<file path="src/rtl/pulse_emitter.sv">
// Timed pulse generator: queued (center, width) requests become pulses on `signal`
// centred on req_center against a shared free-running counter.
module pulse_emitter #(
    parameter int WIDTH = 32,
    parameter int DEPTH = 4
) (
    input  logic                     clk,
    input  logic                     rst,
    input  logic [WIDTH-1:0]         counter,
    input  logic                     req_valid,
    output logic                     req_ready,
    input  logic [WIDTH-1:0]         req_center,
    input  logic [WIDTH-1:0]         req_width,
    output logic                     signal,
    output logic                     done,
    output logic                     late,
    output logic                     busy,
    output logic [$clog2(DEPTH):0]   count
);
    localparam int AW = $clog2(DEPTH);
    localparam int CW = AW + 1;

    typedef struct packed {
        logic [WIDTH-1:0] start;
        logic [WIDTH-1:0] stop;
        logic             zero;
    } entry_t;

    typedef enum logic [1:0] {IDLE, WAIT_START, HIGH} state_t;

    state_t           state;
    entry_t           mem [DEPTH];
    entry_t           head;
    entry_t           incoming;
    logic [AW-1:0]    wr_ptr, rd_ptr;
    logic [WIDTH-1:0] cur_start, cur_stop;
    logic [WIDTH-1:0] counter_next, diff;
    logic             push, pop;

    // Start/end are resolved at push time so the pop path is a plain register load.
    always_comb begin
        incoming.start = req_center - (req_width >> 1);
        incoming.stop  = incoming.start + req_width;
        incoming.zero  = (req_width == '0);
    end

    assign head         = mem[rd_ptr];
    assign req_ready    = (count < CW'(DEPTH));
    assign push         = req_valid && req_ready;
    assign pop          = (state == IDLE) && (count != '0);
    assign busy         = (state != IDLE) || (count != '0);
    assign counter_next = counter + WIDTH'(1);
    // Signed distance to start; MSB set means the start is behind us or beyond the horizon.
    assign diff         = cur_start - counter_next;

    always_ff @(posedge clk) begin
        if (push) mem[wr_ptr] <= incoming;
    end

    always_ff @(posedge clk) begin
        if (rst) begin
            state     <= IDLE;
            wr_ptr    <= '0;
            rd_ptr    <= '0;
            count     <= '0;
            signal    <= 1'b0;
            done      <= 1'b0;
            late      <= 1'b0;
            cur_start <= '0;
            cur_stop  <= '0;
        end else begin
            done  <= 1'b0;
            late  <= 1'b0;
            count <= count + CW'(push) - CW'(pop);
            if (push) wr_ptr <= wr_ptr + AW'(1);
            if (pop)  rd_ptr <= rd_ptr + AW'(1);
            case (state)
                IDLE: begin
                    if (count != '0) begin
                        if (head.zero) begin
                            done <= 1'b1;
                        end else begin
                            cur_start <= head.start;
                            cur_stop  <= head.stop;
                            state     <= WAIT_START;
                        end
                    end
                end
                WAIT_START: begin
                    if (diff == '0) begin
                        signal <= 1'b1;
                        state  <= HIGH;
                    end else if (diff[WIDTH-1]) begin
                        late  <= 1'b1;
                        state <= IDLE;
                    end
                end
                HIGH: begin
                    if (counter_next == cur_stop) begin
                        signal <= 1'b0;
                        done   <= 1'b1;
                        state  <= IDLE;
                    end
                end
                default: state <= IDLE;
            endcase
        end
    end
endmodule
</file>
<file path="config.mk">
export PLATFORM = sky130hd
export DESIGN_NAME = pulse_emitter
export DESIGN_NICKNAME = d
export VERILOG_FILES = /design/src/rtl/pulse_emitter.sv
export SDC_FILE = /design/constraint.sdc
export NUM_CORES = 1
export LEC_CHECK = 0
export BUFFER_PORTS_ARGS = -buffer_cell sky130_fd_sc_hd__buf_2
export CAP_MARGIN = 15
export CORE_MARGIN = 2
export CORE_UTILIZATION = 65
export DETAILED_ROUTE_END_ITERATION = 16
export GPL_TIMING_DRIVEN = 0
export PLACE_DENSITY = 0.84
export SETUP_SLACK_MARGIN = 0.02
export SYNTH_ARGS = -nofsm -noshare
export SYNTH_HDL_FRONTEND = slang
export SYNTH_SLANG_ARGS = --single-unit
</file>
<file path="constraint.sdc">
create_clock -name clk -period 10.3 [get_ports clk]
set_input_delay 1.545 -clock clk [delete_from_list [all_inputs] [get_ports clk]]
set_output_delay 1.545 -clock clk [all_outputs]
set_load 0.02 [all_outputs]
</file>
After elaboration in Yosys (flattened, before gate mapping)
Memories as Yosys holds them, arrays and structs flattened. A register that Yosys moved wholly into a read port is not among the register bits.
Cells that the tools add are included.
{"block": "op_classes", "add_sub_neg": 8, "order_cmp": 1, "n_eq_ne": 8, "muxes": 18, "n_bitwise": 2, "reduce_logical": 13}
{"operator": "logical NOT 32 bit", "n": 2}
{"operator": "adder 32 x 1 -> 32 bit, second input constant", "n": 1}
{"operator": "adder 32 bit", "n": 1}
{"operator": "== test 32 bit", "n": 1}
{"operator": "subtractor 32 x 31 -> 32 bit", "n": 1}
{"operator": "subtractor 32 bit", "n": 1}
{"operator": "two-way mux 2 bit", "n": 7}
{"operator": "two-way mux 1 bit", "n": 8}
{"operator": "inequality test 2 bit, second input constant", "n": 3}
{"operator": "one-hot mux 2 bit (3 select lines)", "n": 1}
{"operator": "AND reduction 3 bit", "n": 2}
{"operator": "adder 2 x 1 -> 2 bit, second input constant", "n": 2}
{"operator": "one-hot mux 1 bit (2 select lines)", "n": 2}
{"operator": "AND reduction 4 bit", "n": 1}
{"operator": "nonzero test 2 bit", "n": 2}
{"operator": "adder 3 x 1 -> 3 bit", "n": 1}
{"operator": "< comparator 3 bit, second input constant", "n": 1}
{"operator": "inequality test 3 bit, second input constant", "n": 1}
{"operator": "nonzero test 3 bit", "n": 1}
{"operator": "OR reduction 3 bit", "n": 1}
{"operator": "subtractor 3 x 1 -> 3 bit", "n": 1}
{"operator": "== test 2 x 1 -> 1 bit, second input constant", "n": 1}
{"operator": "== test 2 bit, second input constant", "n": 1}
{"operator": "logical AND 1 bit", "n": 2}
{"operator": "4 further kinds", "n": 5}
{"block": "word_totals", "ff_bits": 76, "ramBits": 260, "inputBits": 99, "output_inout_bits": 8, "elab_cells": 60, "n_memories": 1}
{"name": "mem", "words": 4, "word_bits": 65, "rd": 1, "rd_clocked_by_memory_dff": 1, "write_ports": 1, "line": "32", "text": "entry_t mem [DEPTH];"}

Longest topological paths before layout
{"block": "logic_depth", "word_depth": 5, "depth_mapped": 25, "mapped_depth_nobuf": 25}

Least setup slack after synthesis
OpenSTA, ideal clock, no wires.
{"block": "synth_timing", "kind": "input -> register", "start": "in req_center[0]", "end": "mem mem[0][32] (netlist name) (data pin)", "setup_ps": 278, "arrival_ps": 5824, "required_ps": 10022, "slack_ps": 4198, "path_stages": 25, "n_path_buf": 0, "path_cell_list": "inv_1 -> ha_1 -> inv_1 -> fa_1 -> a21o_1 -> a21oi_1 -> nor2b_1 -> o21a_1 -> o2111ai_1 -> a21boi_0 -> o21ai_0 -> a21boi_0 -> o21ai_0 -> a21oi_1 -> ha_1 -> a211o_1 -> a21oi_1 -> a21oi_1 -> a31oi_1 -> a21oi_1 -> o221ai_1 -> o21ai_1 -> o41ai_2 -> o21ai_1 -> xnor3_1"}
{"item": "start, declared", "line": "12", "text": "input logic [WIDTH-1:0] req_center,"}
{"item": "end, declared", "line": "32"}

==> impl_metrics.ini <==
[synth]
ys.flop_type = edfxtp_1
ys_types = 83
synth-adder-area-share = 0.07182
netlist_area_mm2 = 0.01854
synth_edf_count = 260
synth_nets = 1801
yosys-top-cells-area = edfxtp_1, dfxtp_1, mux4_2, ha_1, a21oi_1
synthArstFlopShare = 0
netlist.area_leader.share = 0.4212
synth_top_family_by_area = compound AO/OA/AOI/OAI gates
synth_xor_area_frac = 0.06453
synthesis.instances = 1598
yosys.area_share.simple = 0.1212
yosys_warnings = 0
synth-compound-area-share = 0.1287
syn_area_per_cell_um2 = 11.60
seq_area_frac_synth = 0.5054
yosys.area.top_type = edfxtp_1
synth_seq_cells = 338
synth_mux_area_frac = 0.08167

[clock_network]
cts_sinks = 338
post_cts_resized = 0
root_buffer = clkbuf_16
clk_latency_ns = 0.56
cts.clk_slew.worst_paths_ns = 0.07
cts_hold_buf = 0
cts_setup_buffers = 0
cts_tree = done
clockBufferDepth = 3
cts_made_buffers = 30
h-tree-depth = 1

[layout]
layout.cells.most_common = edfxtp_1
final_area_mm2 = 0.02070
mostFrequentLayoutCells = edfxtp_1, nand2_1, a21oi_1
nFillCells = 1789
antennaDiodeCount = 0
area_growth_pct = 11.68
fin_nets = 1938
drive_gt1_frac = 0.1485

[setup_path]
critPathMaxStageDelay_ns = 0.74
cp_common_cell = o21ai_0
startpoint_type = primary input
endpoint_kind = flop
crit_slowest_cell = a2111oi_0
crit_type = in -> reg
cp.arrival_ns = 7.50
cp_max_fo = 6
cp.required_ns = 10.63

[grt]
grt_pass1_vias = 14028
grt_pass1_wl_um = 80940
antenna_found_initial = 1
grt-ovfl-total = 0
track_usage = 0.3512
grt_max_degree = 63

[power_and_ir_drop]
powerDensity_mw_per_mm2 = 257.0
p_leak_nw = 7.627
ir_drop_uv = 166.4
finalPower_w = 0.005320

[detailed_routing]
drcViolationCount = 0
via_per_inst = 6.715
antenna_left = 0
wl_per_cell_um = 24.64
drt-initial-drc-count = 1760
num_vias = 14344
routed_wirelength_um = 52620
firstDrtPassIters = 6

[die]
die_y_um = 172.9
dieArea_mm2 = 0.02988
start_util = 0.6636
std_cell_rows = 61
io_pins = 107
floorplan.core_area_mm2 = 0.02793
die_w_um = 172.9

[sta]
finalHoldViolCount = 0
maxSlewViolCount = 0
skew_ns = 0.01355
fmax_mhz = 139.3
rsz0062_at_grt = false
setup_violations = 0
fin_setup_tns_ns = 0
fin_crit_ns = 7.178
period_share = 0.6969
slew_headroom = 0.3309
worstMarginPinSlew_ns = 1.004

[flow_run]
maxCapViolations = 0

[placed_design]
port_buffers = 100
dpl_cell_area_mm2 = 0.01964
dp_hpwl_um = 37240
place.gp.congestion = 0.9321

[status]
status = completed

[hold_path]
hold_path_class = reg -> reg
[routing by layer]
| metal | share of wire | track usage | vias to the layer above |
|---|---|---|---|
| li1 | - | - | 6314 |
| met1 | 0.37 | 0.4566 | 6852 |
| met2 | 0.48 | 0.5837 | 980 |
| met3 | 0.098 | 0.06047 | 198 |
| met4 | 0.051 | 0.1568 | 0 |
| met5 | 0 | 0 | - |
[cells by family (layout without fill, tap and decap cells)]
| group | count (synthesis) | in the layout |
|---|---|---|
| and+or+nand+nor | 466 | 466 |
| xor gates and xnor gates | 124 | 124 |
| AOI/OAI and AO/OA | 368 | 368 |
| muxes | 70 | 70 |
| adders and majority gates | 104 | 104 |
| buffers and inverters | 128 | 288 |
| DFF | 338 | 338 |
[state kept, by name, indices dropped and copies added, names as in the netlist, named ones only]
register   count
wr_ptr         2
cur_start     32
done           1
late           1
mem          260
cur_stop      32
state          2
count          3
rd_ptr         2
signal         1
[cell usage after synthesis (all sizes together) (12+ instances only)]
master,number
edfxtp,260
nor4,30
nand2,198
o21ai,55
and2,14
nor2b,23
clkbuf,41
nand4,22
ha,100
nand3,27
a21oi,154
or3,12
a21o,31
xnor2,87
xor2,29
buf,17
dfxtp,78
nor3,17
inv,70
and3,13
o21a,12
o21bai,12
mux4,65
nor2,73
[worst max-delay path, delay by kind of cell]
| family | cells | cell delay, ns |
|---|---|---|
| adder cells (fa/ha/maj) | 3 | 1.02 |
| AND/OR/NAND/NOR | 1 | 0.08 |
| XOR/XNOR | 1 | 0.24 |
| buffers and inverters | 3 | 0.37 |
| AO/OA/AOI/OAI | 17 | 4.24 |
[final cells by class]
cell class | count | area [um^2] | share of cell area
Buffer | 58 | 231.5 | 0.01118
Clock buffer | 37 | 862.1 | 0.04164
Clock inverter | 18 | 196.4 | 0.009489
Inverter | 70 | 262.8 | 0.01269
Multi-Input combinational cell | 1132 | 8690 | 0.4197
Sequential cell | 338 | 9369 | 0.4526
Tap cell | 378 | 473.0 | 0.02285
Timing Repair Buffer | 105 | 618.1 | 0.02986
[per-stage QoR]
stage | worst slack [ns] | cells | hold WS, ns | util
floorplan | 4.198 | 1598 | 0.4363 | -
global placement | 3.031 | 2076 | 0.4519 | 0.6984
detailed placement | 2.794 | 2081 | 0.4534 | 0.7032
CTS | 3.213 | 2136 | 0.4692 | 0.7411
global route | 2.792 | 2136 | 0.4980 | 0.7411
finish | 3.122 | 2136 | 0.4747 | 0.7411
[final timing paths]
path,depth (start not counted),slack (ns),startpoint,endpoint
max,25,3.12,req_width[1],mem[0][31]
min,2,0.47,cur_start[6],cur_start[6]
max reg2reg,14,6.37,cur_start[0],state[1]
min reg2reg,2,0.47,cur_start[6],cur_start[6]
[where the power goes]
part	switching [W]	internal, W
combinational	0.00133	0.000805
clock	0.000496	0.000695
sequential	0.000158	0.00184
Note: power is estimated with default switching activity, not from simulation.
